==> src/rtl/uart_pkg.sv <==
// rtl/uart_pkg.sv - shared types and constants for the 8N1 UART receiver
package uart_pkg;

    typedef enum logic [2:0] {
        IDLE,
        START,
        DATA,
        STOP,
        WAIT_HIGH
    } state_t;

    localparam int DATA_BITS            = 8;
    localparam int DEFAULT_CLKS_PER_BIT = 16;

    // Offset from the start-bit edge to the start-bit centre, in clocks.
    function automatic int half_bit(input int clks);
        return (clks - 1) / 2;
    endfunction

endpackage

==> src/rtl/sync_2ff.sv <==
// rtl/sync_2ff.sv - 1-bit two-flop synchronizer with configurable reset value
module sync_2ff #(
    parameter logic RESET_VAL = 1'b1
) (
    input  logic clk,
    input  logic rst,
    input  logic d_i,
    output logic q_o
);

    logic r_ff1;
    logic r_ff2;

    // Two-stage capture of the asynchronous input; reset forces the idle level.
    always_ff @(posedge clk) begin
        if (rst) begin
            r_ff1 <= RESET_VAL;
            r_ff2 <= RESET_VAL;
        end else begin
            r_ff1 <= d_i;
            r_ff2 <= r_ff1;
        end
    end

    assign q_o = r_ff2;

endmodule

==> src/rtl/uart_rx_byte.sv <==
// rtl/uart_rx_byte.sv - 8N1 UART receiver with mid-bit sampling and framing-error detect
module uart_rx_byte
    import uart_pkg::*;
#(
    parameter int CLKS_PER_BIT = DEFAULT_CLKS_PER_BIT
) (
    input  logic       clk,
    input  logic       rst,
    input  logic       rx_i,
    output logic [7:0] data_o,
    output logic       valid_o,
    output logic       frame_err_o,
    output logic       busy_o
);

    localparam int                CNT_W    = $clog2(CLKS_PER_BIT);
    localparam int                IDX_W    = $clog2(DATA_BITS);
    localparam logic [CNT_W-1:0]  HALF     = CNT_W'(half_bit(CLKS_PER_BIT));
    localparam logic [CNT_W-1:0]  LAST     = CNT_W'(CLKS_PER_BIT - 1);
    localparam logic [IDX_W-1:0]  LAST_BIT = IDX_W'(DATA_BITS - 1);

    logic                 w_rx_s;
    state_t               r_state;
    state_t               w_state_next;
    logic [CNT_W-1:0]     r_cnt;
    logic [CNT_W-1:0]     w_cnt_next;
    logic [IDX_W-1:0]     r_bit_idx;
    logic [IDX_W-1:0]     w_bit_idx_next;
    logic [DATA_BITS-1:0] r_shift;
    logic [DATA_BITS-1:0] w_shift_next;
    logic [7:0]           r_data;
    logic [7:0]           w_data_next;
    logic                 r_valid;
    logic                 w_valid_next;
    logic                 r_frame_err;
    logic                 w_frame_err_next;
    logic                 r_busy;

    sync_2ff #(
        .RESET_VAL (1'b1)
    ) u_sync (
        .clk (clk),
        .rst (rst),
        .d_i (rx_i),
        .q_o (w_rx_s)
    );

    // Next-state, bit timing and output-pulse decisions, all from the synchronized line.
    always_comb begin
        w_state_next     = r_state;
        w_cnt_next       = r_cnt + CNT_W'(1);
        w_bit_idx_next   = r_bit_idx;
        w_shift_next     = r_shift;
        w_data_next      = r_data;
        w_valid_next     = 1'b0;
        w_frame_err_next = 1'b0;

        case (r_state)
            IDLE: begin
                w_cnt_next = '0;
                if (!w_rx_s) begin
                    w_state_next = START;
                end
            end
            START: begin
                // A start bit that is high again at its centre was only a glitch.
                if (r_cnt == HALF) begin
                    w_cnt_next = '0;
                    if (w_rx_s) begin
                        w_state_next = IDLE;
                    end else begin
                        w_state_next   = DATA;
                        w_bit_idx_next = '0;
                    end
                end
            end
            DATA: begin
                if (r_cnt == LAST) begin
                    w_cnt_next              = '0;
                    w_shift_next[r_bit_idx] = w_rx_s;
                    if (r_bit_idx == LAST_BIT) begin
                        w_state_next = STOP;
                    end else begin
                        w_bit_idx_next = r_bit_idx + IDX_W'(1);
                    end
                end
            end
            STOP: begin
                // Leaving at the stop-bit centre keeps back-to-back start bits catchable.
                if (r_cnt == LAST) begin
                    w_cnt_next = '0;
                    if (w_rx_s) begin
                        w_data_next  = r_shift;
                        w_valid_next = 1'b1;
                        w_state_next = IDLE;
                    end else begin
                        w_frame_err_next = 1'b1;
                        w_state_next     = WAIT_HIGH;
                    end
                end
            end
            WAIT_HIGH: begin
                // A held-low (break) line must not look like a fresh start bit.
                w_cnt_next = '0;
                if (w_rx_s) begin
                    w_state_next = IDLE;
                end
            end
            default: begin
                w_cnt_next   = '0;
                w_state_next = IDLE;
            end
        endcase
    end

    // State, datapath and registered output updates.
    always_ff @(posedge clk) begin
        if (rst) begin
            r_state     <= IDLE;
            r_cnt       <= '0;
            r_bit_idx   <= '0;
            r_shift     <= '0;
            r_data      <= '0;
            r_valid     <= 1'b0;
            r_frame_err <= 1'b0;
            r_busy      <= 1'b0;
        end else begin
            r_state     <= w_state_next;
            r_cnt       <= w_cnt_next;
            r_bit_idx   <= w_bit_idx_next;
            r_shift     <= w_shift_next;
            r_data      <= w_data_next;
            r_valid     <= w_valid_next;
            r_frame_err <= w_frame_err_next;
            r_busy      <= (w_state_next != IDLE);
        end
    end

    assign data_o      = r_data;
    assign valid_o     = r_valid;
    assign frame_err_o = r_frame_err;
    assign busy_o      = r_busy;

endmodule

==> config.mk <==
export PLATFORM = sky130hd
export DESIGN_NAME = uart_rx_byte
export DESIGN_NICKNAME = d
export VERILOG_FILES = /design/src/rtl/uart_pkg.sv /design/src/rtl/sync_2ff.sv /design/src/rtl/uart_rx_byte.sv
export SDC_FILE = /design/constraint.sdc
export NUM_CORES = 1
export LEC_CHECK = 0
export BUFFER_PORTS_ARGS = -buffer_cell sky130_fd_sc_hd__buf_2
export CAP_MARGIN = 30
export CORE_MARGIN = 2
export CORE_UTILIZATION = 40
export CTS_CLUSTER_SIZE = 10
export DETAILED_ROUTE_END_ITERATION = 12
export GPL_TIMING_DRIVEN = 0
export PLACE_DENSITY = 0.63
export SYNTH_ARGS = -nofsm -noshare
export SYNTH_HDL_FRONTEND = slang
export SYNTH_SLANG_ARGS = --single-unit
==> constraint.sdc <==
create_clock -name clk -period 2.2 [get_ports clk]
set_input_delay 0.22 -clock clk [delete_from_list [all_inputs] [get_ports clk]]
set_output_delay 0.22 -clock clk [all_outputs]
set_load 0.01 [all_outputs]
# After elaboration in Yosys (flattened, before gate mapping)
# Cells that the tools add are included.
# op_classes
add_sub_neg	2
n_mul	0
n_div	0
n_lt_le_gt_ge	2
n_eq_ne	11
shift	0
n_mux	22
bitwise_logic	2
reduce_logical	9
# op_table
cell	n
two-way mux 3 bit	11
one-hot mux 3 bit (5 select lines)	1
bitwise mux 8 bit	1
two-way mux 4 bit	2
inequality test 2 bit, second input constant	4
one-hot mux 4 bit (2 select lines)	1
equality test 3 x 2 -> 1 bit, second input constant	2
equality test 3 bit, second input constant	2
one-hot mux 3 bit (2 select lines)	1
AND reduction 5 bit	1
adder 4 x 1 -> 4 bit, second input constant	1
equality test 4 x 3 -> 1 bit, second input constant	1
equality test 4 bit, second input constant	1
< comparator 3 x 4 -> 1 bit, second input constant	1
adder 3 x 1 -> 3 bit, second input constant	1
demux 1 bit (select 3 bit)	1
equality test 3 x 1 -> 1 bit, second input constant	1
greater-or-equal comparator 3 x 1 -> 1 bit, second input constant	1
zero test 3 bit	1
two-way mux 1 bit	3
AND reduction 3 bit	1
nonzero test 3 bit	1
OR reduction 3 bit	1
two-way mux 2 bit	1
other kinds (5)	6
# word_totals
reg_bits	31
latch_bits	0
ram_bits	0
romBits	0
inputBits	3
output_inout_bits	11
word_cells	58
memories	0

# Depth between registers and ports, before layout
# Gate-level depths: netlist of the first run.
# depth
ltp_word	5
depth_mapped	7
ltp_nobuf	6

# Modules after synthesis
# Synthesis of the first run repeated with hierarchy kept, for this count alone.
# hier_totals
hier_cells	143
hier_area_um2	1341.3
# modules_own_cells
mod	instances	cells_per_inst	area_each_um2
uart_rx_byte	1	139	1288.7
sync_2ff	1	4	52.6

# Least setup slack after synthesis of the first run
# OpenSTA, ideal clock, no wires.
# synth_timing
kind	register -> register
startpoint	register r_bit_idx[0]
endpoint	register r_bit_idx[1]
setup_ns	0.071
arrival_time_ns	1.765
slack_ns	0.365
stages_incl_launch_ff	7
synth_period_minus_slack_ns	1.835
path_cell_list	dfxtp_1 > ha_1 > ha_1 > and4bb_1 > o2111ai_2 > or4b_1 > a21oi_1
# synth_via
elab_chain_len	4
elab_cells_between_ends	7
classes_between	add/sub (1); eq/ne (2); mux (3); reduce/logical (1)
# synth_lines
item	line_no	text
start: declaration	uart_rx_byte.sv:27	logic [IDX_W-1:0] r_bit_idx;
start signal: assignment	uart_rx_byte.sv:130	r_bit_idx <= w_bit_idx_next;
adder 3 x 1 -> 3 bit	uart_rx_byte.sv:84	w_bit_idx_next = r_bit_idx + IDX_W'(1);
two-way mux 3 bit	uart_rx_byte.sv:81	if (r_bit_idx == LAST_BIT) begin
two-way mux 3 bit	uart_rx_byte.sv:78	if (r_cnt == LAST) begin
one-hot mux 3 bit (2 select lines)	uart_rx_byte.sv:58	case (r_state)
# Several ways; a longest one is shown, not always the timed one. The select of a mux whose other input is x is not followed.
# A chain may end at the register's enable or synchronous reset.

# Final worst setup path of the first run
# Ends and elaborated chain as after synthesis.

==> metrics, run 1 <==
crit end category=flop; area grow syn2layout=13.8%; Mean Syn Cell Area=9.66 um^2; PwrDens=627 mW/mm^2; Clk pwr share=0.383; io pins=14; Yosys warning total=0; Mapped Cells=140; Starting DRT DRC Count=24; syn nets=about 150; WHS Endpoint=u_sync.r_ff1; vias post-DR=around 1000; Final period util=0.926; Min Clock Period, post-route=2.04 ns; startpoint types=flop; total wire length=2420 um; Resized Gates After CTS=0; FP Rows=21; post-route ant nets=0; core footprint=0.00328 mm^2; worst r2r path cells=6; outcome=finished, final reports clean; commonest non-fill, non-tap cell in the layout=dfxtp_1; worst reg2reg setup slack=about 0.16 ns; RR Startpoint=r_bit_idx[0]; die area=approximately 0.0039 mm^2; nets=approximately 170; Hold Path Origin=rx_i; Num CTS Buffers=5; required time of the critical path=between 2 and 2.5 ns; part of the power in registers=0.589; setup slack after layout=roughly 0.16 ns; DRT Pass-1 Iters=4; register bit total from synthesis=31; Switching Fraction=0.209; vias in the first global route=1009; Hold Slack=~0.08 ns; worst-path maximum fanout=8; worst slack, placed=0.162 ns; worst skew pair latency=roughly 0.32 ns; most frequent cells in the layout=dfxtp_1, nor2_1, buf_2, mux2i_1, nor4_1; post-synth top area cell=dfxtp_1; WL/cell=11.7 um; Synth area leaders=dfxtp_1, mux2i_1, nor2_1, ha_1, nor4_1; Worst EP arrival=~2.3 ns; FMAX=around 490 MHz; Die Wd=roughly 62 um; Clock Sink Count=31; diode count=0; total power=0.964 mW; fillcell total=around 320; first-pass GRT wire length=4270 um; Seq/Total Area, Yosys=0.459; Clock Tree Buf Depth=2; Final Max Slew Viols=0; layout cell share with drive strength beyond 1=0.206; Hold Buf Count CTS=0; Max-Cap Viols=0; Die Height=62.2 um; Gate power share=0.028; HP Class=in -> reg; Post-CTS Setup Bufs=0; Yosys cell types=34; CTS root buf=clkbuf_4; RSZ-0062 raised after global routing=false; Final Skew=roughly 0.0076 ns; CTS clk-pin slew, worst paths=about 0.09 ns; post-DR vias/cell=between 4 and 5; Slew HR=0.704; Pint=between 0.7 and 0.8 mW; net switching power=between 0.2 and 0.25 mW; Worst R2R End=r_bit_idx[1]; VDD IR max=around 0.00042 V; cell area after synthesis=around 0.0014 mm^2; Yosys top cell area share=0.459; Final Util=0.469; # port buffers=12; CTS tree=done; Worst Tran Pin Value=roughly 0.44 ns; setup_tns=0 ns; global route overflow=0; final hold violations=0; cell leakage power=around 0.64 nW; H-tree depth=2; final count of negative-setup-slack endpoints=0; hold path depth=2; Post-DP HPWL=approximately 1800 um; initial antenna violation count=0; DRC=0; GP Congestion=0.796; initial core utilization=0.412; Global Route Usage Sum=0.136; largest net degree at the start of global routing=11; Setup CP Type=reg -> reg
==> flip-flops by register name, indices dropped and copies added, names as in the netlist <==
signal	flops
u_sync.r_ff1	1
frame_err_o	1
r_bit_idx	3
r_shift	8
r_cnt	4
r_state	3
valid_o	1
data_o	8
busy_o	1
u_sync.q_o	1
==> stage by stage <==
stage                     area, um^2  instances
after floorplan                 1350        140
after global placement          1470        198
after detailed placement        1470        198
after CTS                       1540        206
after global routing            1540        206
final                           1540        206
==> power groups by stage <==
stage | sequential [mW] | clock (mW) | combinational, mW
after floorplan | 0.581 | 0 | 0.0197
after global placement | 0.581 | 0 | 0.0266
after detailed placement | 0.581 | 0 | 0.0269
after CTS | 0.568 | 0.382 | 0.0271
after global routing | 0.569 | 0.413 | 0.0296
final | 0.568 | 0.370 | 0.0270
==> worst max path at each step <==
stage	startpoint	end	depth (start not counted)
finish	r_bit_idx[0]	r_bit_idx[1]	6
global route	r_bit_idx[0]	r_bit_idx[2]	6
CTS	r_bit_idx[0]	r_bit_idx[1]	6
detailed placement	r_bit_idx[0]	r_bit_idx[1]	6
global placement	r_bit_idx[0]	r_bit_idx[2]	6
floorplan	r_bit_idx[0]	r_bit_idx[1]	6
==> worst max-delay path, stage by stage, from the launching register on <==
cell	delay, ns
dfxtp_1	0.40
ha_1	0.24
ha_1	0.22
and4bb_1	0.29
o2111ai_2	0.16
or4b_1	0.52
a21oi_1	0.15
==> area by class of cell <==
type | count | area, um^2 | area share
buffer | 11 | 56.3 | 0.0366
timing repair buffer | 12 | 60.1 | 0.0390
clock buffer | 8 | 68.8 | 0.0447
sequential | 31 | 621 | 0.403
tap | 46 | 57.6 | 0.0374
inverter | 4 | 15.0 | 0.00976
multi-input combinational | 94 | 661 | 0.429
==> cell usage after synthesis (all sizes together) <==
| library cell | n |
|---|---|
| a211oi | 1 |
| a21oi | 3 |
| a311oi | 1 |
| and4b | 1 |
| and4bb | 1 |
| buf | 7 |
| clkbuf | 4 |
| dfxtp | 31 |
| ha | 3 |
| inv | 4 |
| mux2i | 16 |
| nand2 | 5 |
| nand2b | 3 |
| nand3 | 3 |
| nand3b | 1 |
| nand4 | 2 |
| nand4b | 2 |
| nor2 | 27 |
| nor3 | 4 |
| nor4 | 6 |
| nor4b | 2 |
| o2111ai | 2 |
| o211ai | 1 |
| o21a | 1 |
| o221a | 1 |
| o221ai | 1 |
| or2 | 2 |
| or3 | 1 |
| or4b | 2 |
| xnor2 | 2 |
==> layer usage <==
metal	track usage	routed length, um	vias up
met2	0.221	1120	15
met1	0.163	1170	477
met4	0.0639	42	0
li1	-	-	531
met3	0.0435	86	6
met5	0	0	-
==> logic make-up after synthesis <==
group,after synthesis,share of synthesized area
AOI/OAI and AO/OA,11,0.0666
and+or+nand+nor,62,0.263
DFF,31,0.459
muxes,16,0.118
xor gates and xnor gates,2,0.0130
adders and majority gates,3,0.0278
buffers and inverters,15,0.0527
Power figures use the tool's default switching activity.
==> inputs of run 2 (changes only) <==
--- a/config.mk
+++ b/config.mk
@@ -12,7 +12,8 @@
 export CTS_CLUSTER_SIZE = 10
 export DETAILED_ROUTE_END_ITERATION = 12
 export GPL_TIMING_DRIVEN = 0
-export PLACE_DENSITY = 0.63
+export MAX_ROUTING_LAYER = met4
+export PLACE_DENSITY = 0.57
 export SYNTH_ARGS = -nofsm -noshare
 export SYNTH_HDL_FRONTEND = slang
 export SYNTH_SLANG_ARGS = --single-unit
==> run 2 against run 1 <==
  * Count of clock-buffer cells in the layout unchanged
  * Setup slack worse by 0.023 ns
  * Combinational power rose by 2%
  * Sequential cell count is the same
  * Die area unchanged
  * Critical endpoint unchanged
  * Largest cell class unchanged
  * Largest power group unchanged
  * Highest routed layer unchanged
==> metrics, run 2 (synthesis results as in run 1) <==
CTS root buf=clkbuf_4 (unchanged); worst-path maximum fanout=8 (unchanged); PwrDens=628 mW/mm^2 (was 627 mW/mm^2); commonest non-fill, non-tap cell in the layout=dfxtp_1 (unchanged); Cells after DPL=198 (unchanged); Hold Buf Count CTS=0 (unchanged); setup slack after layout=0.141 ns (was 0.164 ns); first-pass GRT wire length=4460 um (was 4270 um); initial core utilization=0.412 (unchanged); Starting DRT DRC Count=26 (was 24); final hold violations=0 (unchanged); total wire length=2510 um (was 2420 um); post-route ant nets=0 (unchanged); Global Route Usage Sum=0.148 (was 0.136); DRT Pass-1 Iters=4 (unchanged); WL/cell=12.2 um (was 11.7 um); HP Class=in -> reg (unchanged); die area=0.00386 mm^2 (unchanged); FP Rows=21 (unchanged); Setup CP Type=reg -> reg (unchanged); area grow syn2layout=13.8% (unchanged); CTS clk-pin slew, worst paths=0.10 ns (was 0.09 ns); worst slack, placed=0.183 ns (was 0.162 ns); Resized Gates After CTS=0 (unchanged); initial antenna violation count=0 (unchanged); layout cell share with drive strength beyond 1=0.206 (unchanged); Final Skew=0.0121 ns (was 0.00760 ns); startpoint types=flop (unchanged); # port buffers=12 (unchanged); io pins=14 (unchanged); H-tree depth=2 (unchanged); RSZ-0062 raised after global routing=false (unchanged); diode count=0 (unchanged); nets=165 (unchanged); setup_tns=0 ns (unchanged); cell leakage power=0.642 nW (unchanged); crit end category=flop (unchanged); final count of negative-setup-slack endpoints=0 (unchanged); Die Height=62.2 um (unchanged); CTS tree=done (unchanged); vias in the first global route=1016 (was 1009); GP Congestion=0.784 (was 0.796); Non-Filler Instances=206 (unchanged); Slew HR=0.695 (was 0.704); required time of the critical path=2.45 ns (was 2.46 ns); DRC=0 (unchanged); vias post-DR=1041 (was 1029); post-route cell area=0.00154 mm^2 (unchanged); most frequent cells in the layout=dfxtp_1, nor2_1, buf_2, mux2i_1, nor4_1 (unchanged); post-DR vias/cell=5.05 (was 5.00); Num CTS Buffers=5 (unchanged); Hold Slack=0.0809 ns (was 0.0798 ns); Die Wd=62.2 um (unchanged); Worst EP arrival=2.31 ns (was 2.29 ns); FMAX=486 MHz (was 491 MHz); VDD IR max=0.000273 V (was 0.000424 V); Post-DP HPWL=1760 um (was 1750 um); Clock Sink Count=31 (unchanged); global route overflow=0 (unchanged); Min Clock Period, post-route=2.06 ns (was 2.04 ns); Final Max Slew Viols=0 (unchanged); largest net degree at the start of global routing=11 (unchanged); outcome=finished, final reports clean (unchanged); Placed Area=0.00147 mm^2 (unchanged); Final period util=0.936 (was 0.926); Worst Tran Pin Value=0.457 ns (was 0.444 ns); core footprint=0.00328 mm^2 (unchanged); worst skew pair latency=0.33 ns (was 0.32 ns); Max-Cap Viols=0 (unchanged); Clock Tree Buf Depth=2 (unchanged); Post-CTS Setup Bufs=0 (unchanged)
## run 2: cell counts in the layout (fill, tap and decap cells not counted)
Identical to the previous run, type by type.
## run 2: critical path, stage by stage (launching register included)
cell and delay (ns):
dfxtp_1 0.40, ha_1 0.23, ha_1 0.22, and4bb_1 0.29, o2111ai_2 0.17, or4b_1 0.51
a21oi_1 0.16
## run 2: area by class of cell
cell class                 instances  area (um^2)
clock buffer                       8         68.8
sequential                        31          621
timing repair buffer              12         60.1
buffer                            11         56.3
multi-input combinational         94          661
tap                               46         57.6
inverter                           4         15.0
fill                             334         1750
## run 2: final timing paths
path / depth (start not counted) / to / from / slack (ns)
hold reg to reg: 1 / u_sync.q_o / u_sync.r_ff1 / 0.41
hold / removal: 2 / u_sync.r_ff1 / rx_i / 0.08
setup reg to reg: 6 / r_bit_idx[1] / r_bit_idx[0] / 0.14
setup / recovery: 6 / r_bit_idx[1] / r_bit_idx[0] / 0.14
## run 2: through the flow
step / power, mW / util
2_1_floorplan: 0.601 / -
3_3_place_gp: 0.608 / 0.448
3_5_place_dp: 0.609 / 0.448
4_1_cts: 0.986 / 0.469
5_1_grt: 1.01 / 0.469
6_report: 0.966 / 0.469
## run 2: per-layer routing
metal	part of all wire	up-vias	GRT usage
met5	0	-	-
met4	0.020	0	0.0667
met3	0.036	5	0.0489
met2	0.47	18	0.239
met1	0.47	488	0.169
li1	-	530	-
## run 2: where the power goes
part           switching (mW)  internal (mW)
sequential            0.00291          0.565
combinational          0.0173         0.0101
clock                   0.183          0.188
==> inputs of run 3 (changes only) <==
==> constraint.sdc (replaced) <==
create_clock -name clk -period 2.2 [get_ports clk]
set_input_delay 0.11 -clock clk [delete_from_list [all_inputs] [get_ports clk]]
set_output_delay 0.11 -clock clk [all_outputs]
set_load 0.01 [all_outputs]
==> run 3 against run 2 <==
  * Design area is 0.65% higher
  * Hold slack better by 0.099 ns
  * Utilization is 0.30 points higher
  * Register-to-register slack hardly changed
  * Routed wire length is 0.28% higher
  * Critical path type unchanged
==> metrics, run 3 (synthesis results as in run 1) <==
H-tree depth=2 (unchanged); FMAX=486 MHz (about the same); CP peak stage delay=0.51 ns (about the same); Crit path max-delay family=simple AND/OR/NAND/NOR gates (unchanged); startpoint types=flop (unchanged); RR Startpoint=r_bit_idx[0] (unchanged); required time of the critical path=2.45 ns (about the same); Worst EP arrival=2.31 ns (about the same); Post-CTS Setup Bufs=0 (unchanged); outcome=finished, final reports clean (unchanged); GP Congestion=0.784 (unchanged); Setup CP Type=reg -> reg (unchanged); setup_tns=0 ns (unchanged); Clock Sink Count=31 (unchanged); FP Rows=21 (unchanged); met1 Use GR=0.169 (unchanged); final count of negative-setup-slack endpoints=0 (unchanged); core footprint=0.00328 mm^2 (unchanged); Worst Tran Pin Value=0.457 ns (about the same); critical path's most frequent cell=ha_1 (unchanged); CP max stage cell=or4b_1 (unchanged); busiest grt layer=met2 (unchanged); M3 GR Usage=0.0489 (unchanged); worst skew pair latency=0.33 ns (about the same); WHS Endpoint=frame_err_o (was u_sync.r_ff1); nets=166 (was 165); largest net degree at the start of global routing=11 (unchanged); global route overflow=0 (unchanged); worst-path maximum fanout=8 (unchanged); Final Skew=0.0128 ns (was 0.0121 ns); layout cell share with drive strength beyond 1=0.205 (was 0.206); Hold Buf Count CTS=1 (was 0); Post-DP HPWL=1760 um (unchanged); Die Wd=62.2 um (unchanged); Resized Gates After CTS=0 (unchanged); DRC=0 (unchanged); Num CTS Buffers=5 (unchanged); CTS clk-pin slew, worst paths=0.10 ns (about the same); die area=0.00386 mm^2 (unchanged); worst r2r path cells=6 (unchanged); CTS root buf=clkbuf_4 (unchanged); Hold Slack=0.180 ns (was 0.0809 ns); diode count=0 (unchanged); met2 capacity usage during global routing=0.239 (unchanged); # port buffers=12 (unchanged); DRT Pass-1 Iters=4 (unchanged); Clock Tree Buf Depth=2 (unchanged); initial core utilization=0.412 (unchanged); vias post-DR=1054 (was 1041); Slew HR=0.695 (about the same); io pins=14 (unchanged); total wire length=2510 um (about the same); hold path depth=2 (unchanged); Hold Path Origin=rst (was rx_i); crit end category=flop (unchanged); Final period util=0.936 (about the same); post-route ant nets=0 (unchanged); most frequent cells in the layout=dfxtp_1, nor2_1, buf_2, mux2i_1, nor4_1 (unchanged); commonest non-fill, non-tap cell in the layout=dfxtp_1 (unchanged); Global Route Usage Sum=0.148 (unchanged); Final Max Slew Viols=0 (unchanged); WL/cell=12.1 um (was 12.2 um); cell leakage power=0.646 nW (was 0.642 nW); Starting DRT DRC Count=32 (was 26); PwrDens=625 mW/mm^2 (was 628 mW/mm^2); CP cell instances=ha_1 -> ha_1 -> and4bb_1 -> o2111ai_2 -> or4b_1 -> a21oi_1 (unchanged); VDD IR max=0.000273 V (about the same); HP Class=in -> reg (unchanged); initial antenna violation count=0 (unchanged); final hold violations=0 (unchanged); first-pass GRT wire length=4460 um (unchanged); area grow syn2layout=14.5% (was 13.8%); CTS tree=done (unchanged); post-DR vias/cell=5.09 (was 5.05); Die Height=62.2 um (unchanged); Buf/Inv on CP=0 (unchanged); RSZ-0062 raised after global routing=false (unchanged); vias in the first global route=1016 (unchanged); Min Clock Period, post-route=2.06 ns (about the same); Max-Cap Viols=0 (unchanged); Worst R2R End=r_bit_idx[1] (unchanged); worst reg2reg setup slack=0.14 ns (about the same)
==> run 3: worst max path at each step <==
stage	slack [ns]	startpoint	to	depth (start not counted)
floorplan	0.36	r_bit_idx[0]	r_bit_idx[1]	6
global placement	0.21	r_bit_idx[0]	r_bit_idx[1]	6
detailed placement	0.18	r_bit_idx[0]	r_bit_idx[2]	6
CTS	0.15	r_bit_idx[0]	r_bit_idx[1]	6
global route	0.04	r_bit_idx[0]	r_bit_idx[2]	6
finish	0.14	r_bit_idx[0]	r_bit_idx[1]	6
==> run 3: metal layers <==
layer,vias up,part of all wire,wire [um]
li1,533,-,-
met5,-,0,0
met1,493,0.46,1170
met2,23,0.47,1190
met3,5,0.041,104
met4,0,0.020,49
==> run 3: report_power, final <==
part           internal [mW]  switching, mW  total (mW)  leakage [nW]
Clock                  0.188          0.183       0.371        0.0386
Sequential             0.565        0.00291       0.568         0.250
Combinational         0.0113         0.0175      0.0288         0.357
==> run 3: layout make-up <==
class | count | area, um^2
fillers | 333 | 1740
multi-input cells | 94 | 661
flip-flops and latches | 31 | 621
repair buffers | 13 | 70.1
clock buffers | 8 | 68.8
well taps | 46 | 57.6
plain buffers | 11 | 56.3
inverters | 4 | 15.0
==> run 3: through the flow <==
step | power [mW] | cells | utilization | cell area [um^2] | setup slack, ns
final | 0.968 | 207 | 0.472 | 1550 | 0.142
after global routing | 1.01 | 207 | 0.472 | 1550 | 0.0403
after CTS | 0.987 | 207 | 0.472 | 1550 | 0.152
after detailed placement | 0.609 | 198 | 0.448 | 1470 | 0.183
after global placement | 0.608 | 198 | 0.448 | 1470 | 0.212
after floorplan | 0.601 | 140 | - | 1350 | 0.365
